**src/rtl/bitserial_adder_if.sv**
```systemverilog
// Request/result bundle for the bit-serial adder: operands and start in,
// busy/done status and the registered sum/carry out.
interface bitserial_adder_if #(
    parameter int WIDTH = 8
);
    logic             start;
    logic [WIDTH-1:0] a;
    logic [WIDTH-1:0] b;
    logic             cin;
    logic             busy;
    logic             done;
    logic [WIDTH-1:0] sum;
    logic             cout;

    modport master (
        output start, a, b, cin,
        input  busy, done, sum, cout
    );

    modport slave (
        input  start, a, b, cin,
        output busy, done, sum, cout
    );
endinterface

```
**src/rtl/bitserial_adder.sv**
```systemverilog
// Bit-serial WIDTH-bit adder: one full-adder slice with a registered carry, LSB first.
// Latency WIDTH cycles from the accepting edge to done; start is ignored while busy.
module bitserial_adder #(
    parameter int WIDTH = 8
) (
    input  logic               clk,
    input  logic               rst,
    bitserial_adder_if.slave   bus
);

    localparam int             CW   = ($clog2(WIDTH) < 1) ? 1 : $clog2(WIDTH);
    localparam logic [CW-1:0]  LAST = CW'(WIDTH - 1);

    typedef enum logic [1:0] {IDLE, RUN, DONE} state_t;

    state_t           r_state;
    logic [WIDTH-1:0] r_a_sr;
    logic [WIDTH-1:0] r_b_sr;
    logic [WIDTH-1:0] r_r_sr;
    logic [WIDTH-1:0] r_sum;
    logic [CW-1:0]    r_cnt;
    logic             r_carry;
    logic             r_busy;
    logic             r_done;
    logic             r_cout;

    logic             w_s;
    logic             w_c;
    logic [WIDTH-1:0] w_r_next;

    assign w_s      = r_a_sr[0] ^ r_b_sr[0] ^ r_carry;
    assign w_c      = (r_a_sr[0] & r_b_sr[0]) | (r_a_sr[0] & r_carry) | (r_b_sr[0] & r_carry);
    assign w_r_next = {w_s, r_r_sr[WIDTH-1:1]};

    always_ff @(posedge clk or posedge rst) begin
        if (rst) begin
            r_state <= IDLE;
            r_a_sr  <= '0;
            r_b_sr  <= '0;
            r_r_sr  <= '0;
            r_sum   <= '0;
            r_cnt   <= '0;
            r_carry <= 1'b0;
            r_busy  <= 1'b0;
            r_done  <= 1'b0;
            r_cout  <= 1'b0;
        end else begin
            case (r_state)
                IDLE, DONE: begin
                    r_done <= 1'b0;
                    if (bus.start) begin
                        r_a_sr  <= bus.a;
                        r_b_sr  <= bus.b;
                        r_carry <= bus.cin;
                        r_cnt   <= '0;
                        r_busy  <= 1'b1;
                        r_state <= RUN;
                    end else begin
                        r_state <= IDLE;
                    end
                end
                RUN: begin
                    r_carry <= w_c;
                    r_r_sr  <= w_r_next;
                    r_a_sr  <= {1'b0, r_a_sr[WIDTH-1:1]};
                    r_b_sr  <= {1'b0, r_b_sr[WIDTH-1:1]};
                    // Final bit: publish the full result on this same edge.
                    if (r_cnt == LAST) begin
                        r_cnt   <= '0;
                        r_sum   <= w_r_next;
                        r_cout  <= w_c;
                        r_done  <= 1'b1;
                        r_busy  <= 1'b0;
                        r_state <= DONE;
                    end else begin
                        r_cnt   <= r_cnt + 1'b1;
                    end
                end
                default: r_state <= IDLE;
            endcase
        end
    end

    assign bus.busy = r_busy;
    assign bus.done = r_done;
    assign bus.sum  = r_sum;
    assign bus.cout = r_cout;

endmodule
```
**src/flat_wrapper.sv**
```systemverilog
// flat-port wrapper written by rule: the top's interface ports become plain ports
module bitserial_adder_flat 
#(
    parameter int WIDTH = 8
)
  (clk, rst, bus_start, bus_a, bus_b, bus_cin, bus_busy, bus_done, bus_sum, bus_cout);
  bitserial_adder_if #(.WIDTH(WIDTH)) bus_i ();
  input  logic clk;
  input  logic rst;
  input wire logic [$bits(bus_i.start)-1:0] bus_start;
  input wire logic [$bits(bus_i.a)-1:0] bus_a;
  input wire logic [$bits(bus_i.b)-1:0] bus_b;
  input wire logic [$bits(bus_i.cin)-1:0] bus_cin;
  output wire logic [$bits(bus_i.busy)-1:0] bus_busy;
  output wire logic [$bits(bus_i.done)-1:0] bus_done;
  output wire logic [$bits(bus_i.sum)-1:0] bus_sum;
  output wire logic [$bits(bus_i.cout)-1:0] bus_cout;
  assign bus_i.start = bus_start;
  assign bus_i.a = bus_a;
  assign bus_i.b = bus_b;
  assign bus_i.cin = bus_cin;
  assign bus_busy = bus_i.busy;
  assign bus_done = bus_i.done;
  assign bus_sum = bus_i.sum;
  assign bus_cout = bus_i.cout;
  bitserial_adder #(.WIDTH(WIDTH)) u_core (.clk(clk), .rst(rst), .bus(bus_i));
endmodule
```
**config.mk**
```make
export PLATFORM = sky130hd
export DESIGN_NAME = bitserial_adder_flat
export DESIGN_NICKNAME = d
export VERILOG_FILES = /design/src/rtl/bitserial_adder_if.sv /design/src/rtl/bitserial_adder.sv /design/src/flat_wrapper.sv
export SDC_FILE = /design/constraint.sdc
export NUM_CORES = 1
export LEC_CHECK = 0
export ABC_AREA = 1
export CAP_MARGIN = 10
export CELL_PAD_IN_SITES_DETAIL_PLACEMENT = 1
export CELL_PAD_IN_SITES_GLOBAL_PLACEMENT = 1
export CORE_ASPECT_RATIO = 1.25
export CORE_MARGIN = 3
export CORE_UTILIZATION = 39
export CTS_CLUSTER_DIAMETER = 100
export DETAILED_ROUTE_END_ITERATION = 10
export PLACE_DENSITY_LB_ADDON = 0.1
export SLEW_MARGIN = 5
export SYNTH_ARGS = -nofsm -noshare
export SYNTH_HDL_FRONTEND = slang
export SYNTH_SLANG_ARGS = --single-unit
```
**constraint.sdc**
```tcl
create_clock -name clk -period 1.8 [get_ports clk]
set_clock_uncertainty 0.1 [all_clocks]
set_input_delay 0.27 -clock clk [delete_from_list [all_inputs] [get_ports clk]]
set_output_delay 0.27 -clock clk [all_outputs]
set_load 0.005 [all_outputs]
```
==> flow_summary_export.csv <==
group,metric,value,unit
place,dp.final_hpwl,2810,microns
floorplanning,ios,31,
place,io_buffer_count,30,
clocking,clock-root-buffer,"clkbuf_8",
grt,grt_pass1_wl,7070,microns
routing,drt-initial-drc-count,67,
pwr,report.power.total,0.00405,W
timing,relSlewSlack,0.685,
grt,grt.met1_usage,0.175,
worst_setup_path,r2r_slack,0.21,ns
timing,worst_slack,0.209,ns
pwr,ir_worst_vdd,0.633,mV
timing,hold_viol,0,
yosys,synth-adder-area-share,0.0232,
clocking,clockBufferDepth,2,
clocking,hold_buffers,0,
clocking,tritoncts,"yes",
clocking,cts-resized-gates,0,
grt,use_met3,0.0355,
pwr,cellPowerDensity,1690,nW/um^2
timing,rsz0062_at_grt,"no",
grt,grt_pass1_vias,1541,
yosys,synth_top_family_by_area,"simple AND/OR/NAND/NOR gates",
floorplanning,start_util,0.408,
final_layout,synthToLayoutAreaGrowth,23.3,%
yosys,synth.distinct_cells,21,
clocking,cts_made_buffers,5,
clocking,cts_sinks,40,
flow_run,drv_cap,0,
yosys,ys_seq_area_frac,0.515,
worst_setup_path,critPathKind,"reg -> reg",
final_layout,fillers,583,
floorplanning,dieArea,5870,sq um
yosys,synthCells,228,
floorplanning,die_h,84.9,microns
worst_setup_path,crit_chain,"ha_1 -> ha_1 -> nand2_2 -> clkinv_4 -> nand2_2 -> nand2_1",
routing,wire_per_inst,12.0,microns
routing,wirelength,3870,microns
floorplanning,die_x,69.1,microns
worst_setup_path,critPathLaunchType,"flip-flop",
final_layout,layout.nets,284,
grt,globalRouteMet2Util,0.265,
yosys,synth_compound_area_frac,0.0644,
pwr,leakage,1.26,nW
timing,fin_crit_sh,0.884,
clocking,cts_setup_buffers,0,
clocking,h-tree-depth,2,
worst_setup_path,max_stage_delay,0.38,ns
final_layout,mostFrequentLayoutCells,"nand2_1, inv_1, dfrtp_1",
grt,grt_overflow,0,
yosys,synth-main-ff-cell,"dfrtp_1",
yosys,ys_warn_count,0,
clocking,clk_pin_slew,0.08,ns
run_status,outcome,"complete, no violations",
routing,vias,1494,
worst_setup_path,required,1.88,ns
yosys,syn_area,1940,sq um
grt,busiest_layer,"met2",
grt,antenna_found_initial,0,
final_layout,utilization,0.503,
worst_setup_path,critPathSlowestCell,"dfrtp_1",
floorplanning,num_rows,28,
final_layout,layout_commonest_cell,"nand2_1",
routing,drc,0,
timing,setup_viol,0,
final_layout,antenna_cells,0,
yosys,synth_mux_area_frac,0,
yosys,synth-edff-count,0,
worst_setup_path,critPathMaxFanout,20,
worst_setup_path,setup.worst_path.end_class,"flip-flop",
grt,grt_use_total,0.148,
hold_path,worstHoldPathType,"in -> async",
timing,hold_ws,0.245,ns
place,gp_congestion,0.698,
yosys,synthArstFlopShare,1.00,
timing,slew_violations,0,
clocking,clk_latency,0.29,ns
routing,dr.pass1.iters,4,
grt,grt_max_degree,41,
timing,period_minus_slack,1.59,ns
timing,setup-tns-final,0,ns
final_layout,drive_gt1_frac,0.118,
floorplanning,core-area,4760,sq um
timing,worst_pin_slew,0.471,ns
routing,vias_per_cell,4.64,
timing,max_freq,629,MHz
yosys,synth-simple-area-share,0.260,
place,pre_cts_ws,0.187,ns
yosys,synth_seq_cells,40,
yosys,synth-xor-area-share,0,
yosys,syn-num-nets,251,
yosys,syn_avg_cell_area,8.52,sq um
routing,ant_nets,0,
worst_setup_path,arrival,1.68,ns
==> sequential cells by signal, indices dropped and copies added, names as in the netlist, 2 cells and up <==
signal          count
u_core.r_cnt        3
u_core.r_b_sr       8
u_core.r_state      2
u_core.bus.sum      8
u_core.r_a_sr       8
u_core.r_r_sr       7
==> kinds of logic (layout without fill, tap and decap cells) <==
| logic type | count (synthesis) | count (layout) |
|---|---|---|
| buf+inv | 54 | 88 |
| fa+ha+maj | 3 | 3 |
| flops | 40 | 40 |
| compound gates | 19 | 19 |
| simple gates | 112 | 112 |
==> cell type report <==
| class | instances | area (sq um) | share of cell area |
|---|---|---|---|
| Sequential cell | 40 | 1000 | 0.418 |
| Multi-Input combinational cell | 134 | 676 | 0.282 |
| Timing Repair Buffer | 36 | 358 | 0.149 |
| Inverter | 44 | 178 | 0.0742 |
| Tap cell | 60 | 75.1 | 0.0313 |
| Clock buffer | 6 | 72.6 | 0.0303 |
| Clock inverter | 2 | 35.0 | 0.0146 |
==> synthesized netlist by cell type (2+ instances only) <==
cell type / number / area, sq um
buf_2: 4 / 20.0
nand2_8: 2 / 40.0
o21ai_2: 8 / 70.1
buf_6: 4 / 45.0
nand3_1: 30 / 150
o21ai_0: 11 / 55.1
ha_1: 2 / 25.0
nand2_1: 75 / 282
inv_1: 40 / 150
dfrtp_1: 40 / 1000
nand2_2: 2 / 12.5
==> worst paths after layout <==
check                                             start                             to  depth (start not counted)
hold reg to reg            u_core.r_a_sr[6]$_DFFE_PP0P_   u_core.r_a_sr[6]$_DFFE_PP0P_                          2
hold / removal                                      rst  u_core.bus.sum[0]$_DFFE_PP0P_                          3
max in group asynchronous                           rst   u_core.r_a_sr[2]$_DFFE_PP0P_                          3
setup / recovery            u_core.r_cnt[0]$_DFFE_PP0P_  u_core.bus.sum[0]$_DFFE_PP0P_                          6
setup reg to reg            u_core.r_cnt[0]$_DFFE_PP0P_  u_core.bus.sum[0]$_DFFE_PP0P_                          6
min in group clk           u_core.r_a_sr[6]$_DFFE_PP0P_   u_core.r_a_sr[6]$_DFFE_PP0P_                          2
==> layer usage <==
metal | routed length, microns | vias to the layer above | share of wire
met2 | 1920 | 26 | 0.50
li1 | - | 753 | -
met5 | 0 | - | 0
met4 | 46 | 0 | 0.012
met3 | 150 | 6 | 0.039
met1 | 1750 | 709 | 0.45
==> report_power, final <==
part | leakage (nW) | internal [W] | switching, W
Clock | 0.0552 | 0.000411 | 0.000309
Sequential | 0.497 | 0.00132 | 0.000235
Combinational | 0.705 | 0.000757 | 0.00102
Total | 1.26 | 0.00248 | 0.00157
==> through the flow <==
step           std cells  area, sq um
2_1_floorplan        228         1940
3_3_place_gp         314         2290
3_5_place_dp         314         2290
4_1_cts              322         2390
5_1_grt              322         2390
6_report             322         2390
==> worst max-delay path: cells and delay by family, from the launching register on <==
family | cells | cell delay (ns)
adder cells (fa/ha/maj) | 2 | 0.43
buffers and inverters | 1 | 0.09
flip-flops | 1 | 0.38
AND/OR/NAND/NOR | 3 | 0.50
Note: power is estimated with default switching activity, not from simulation.
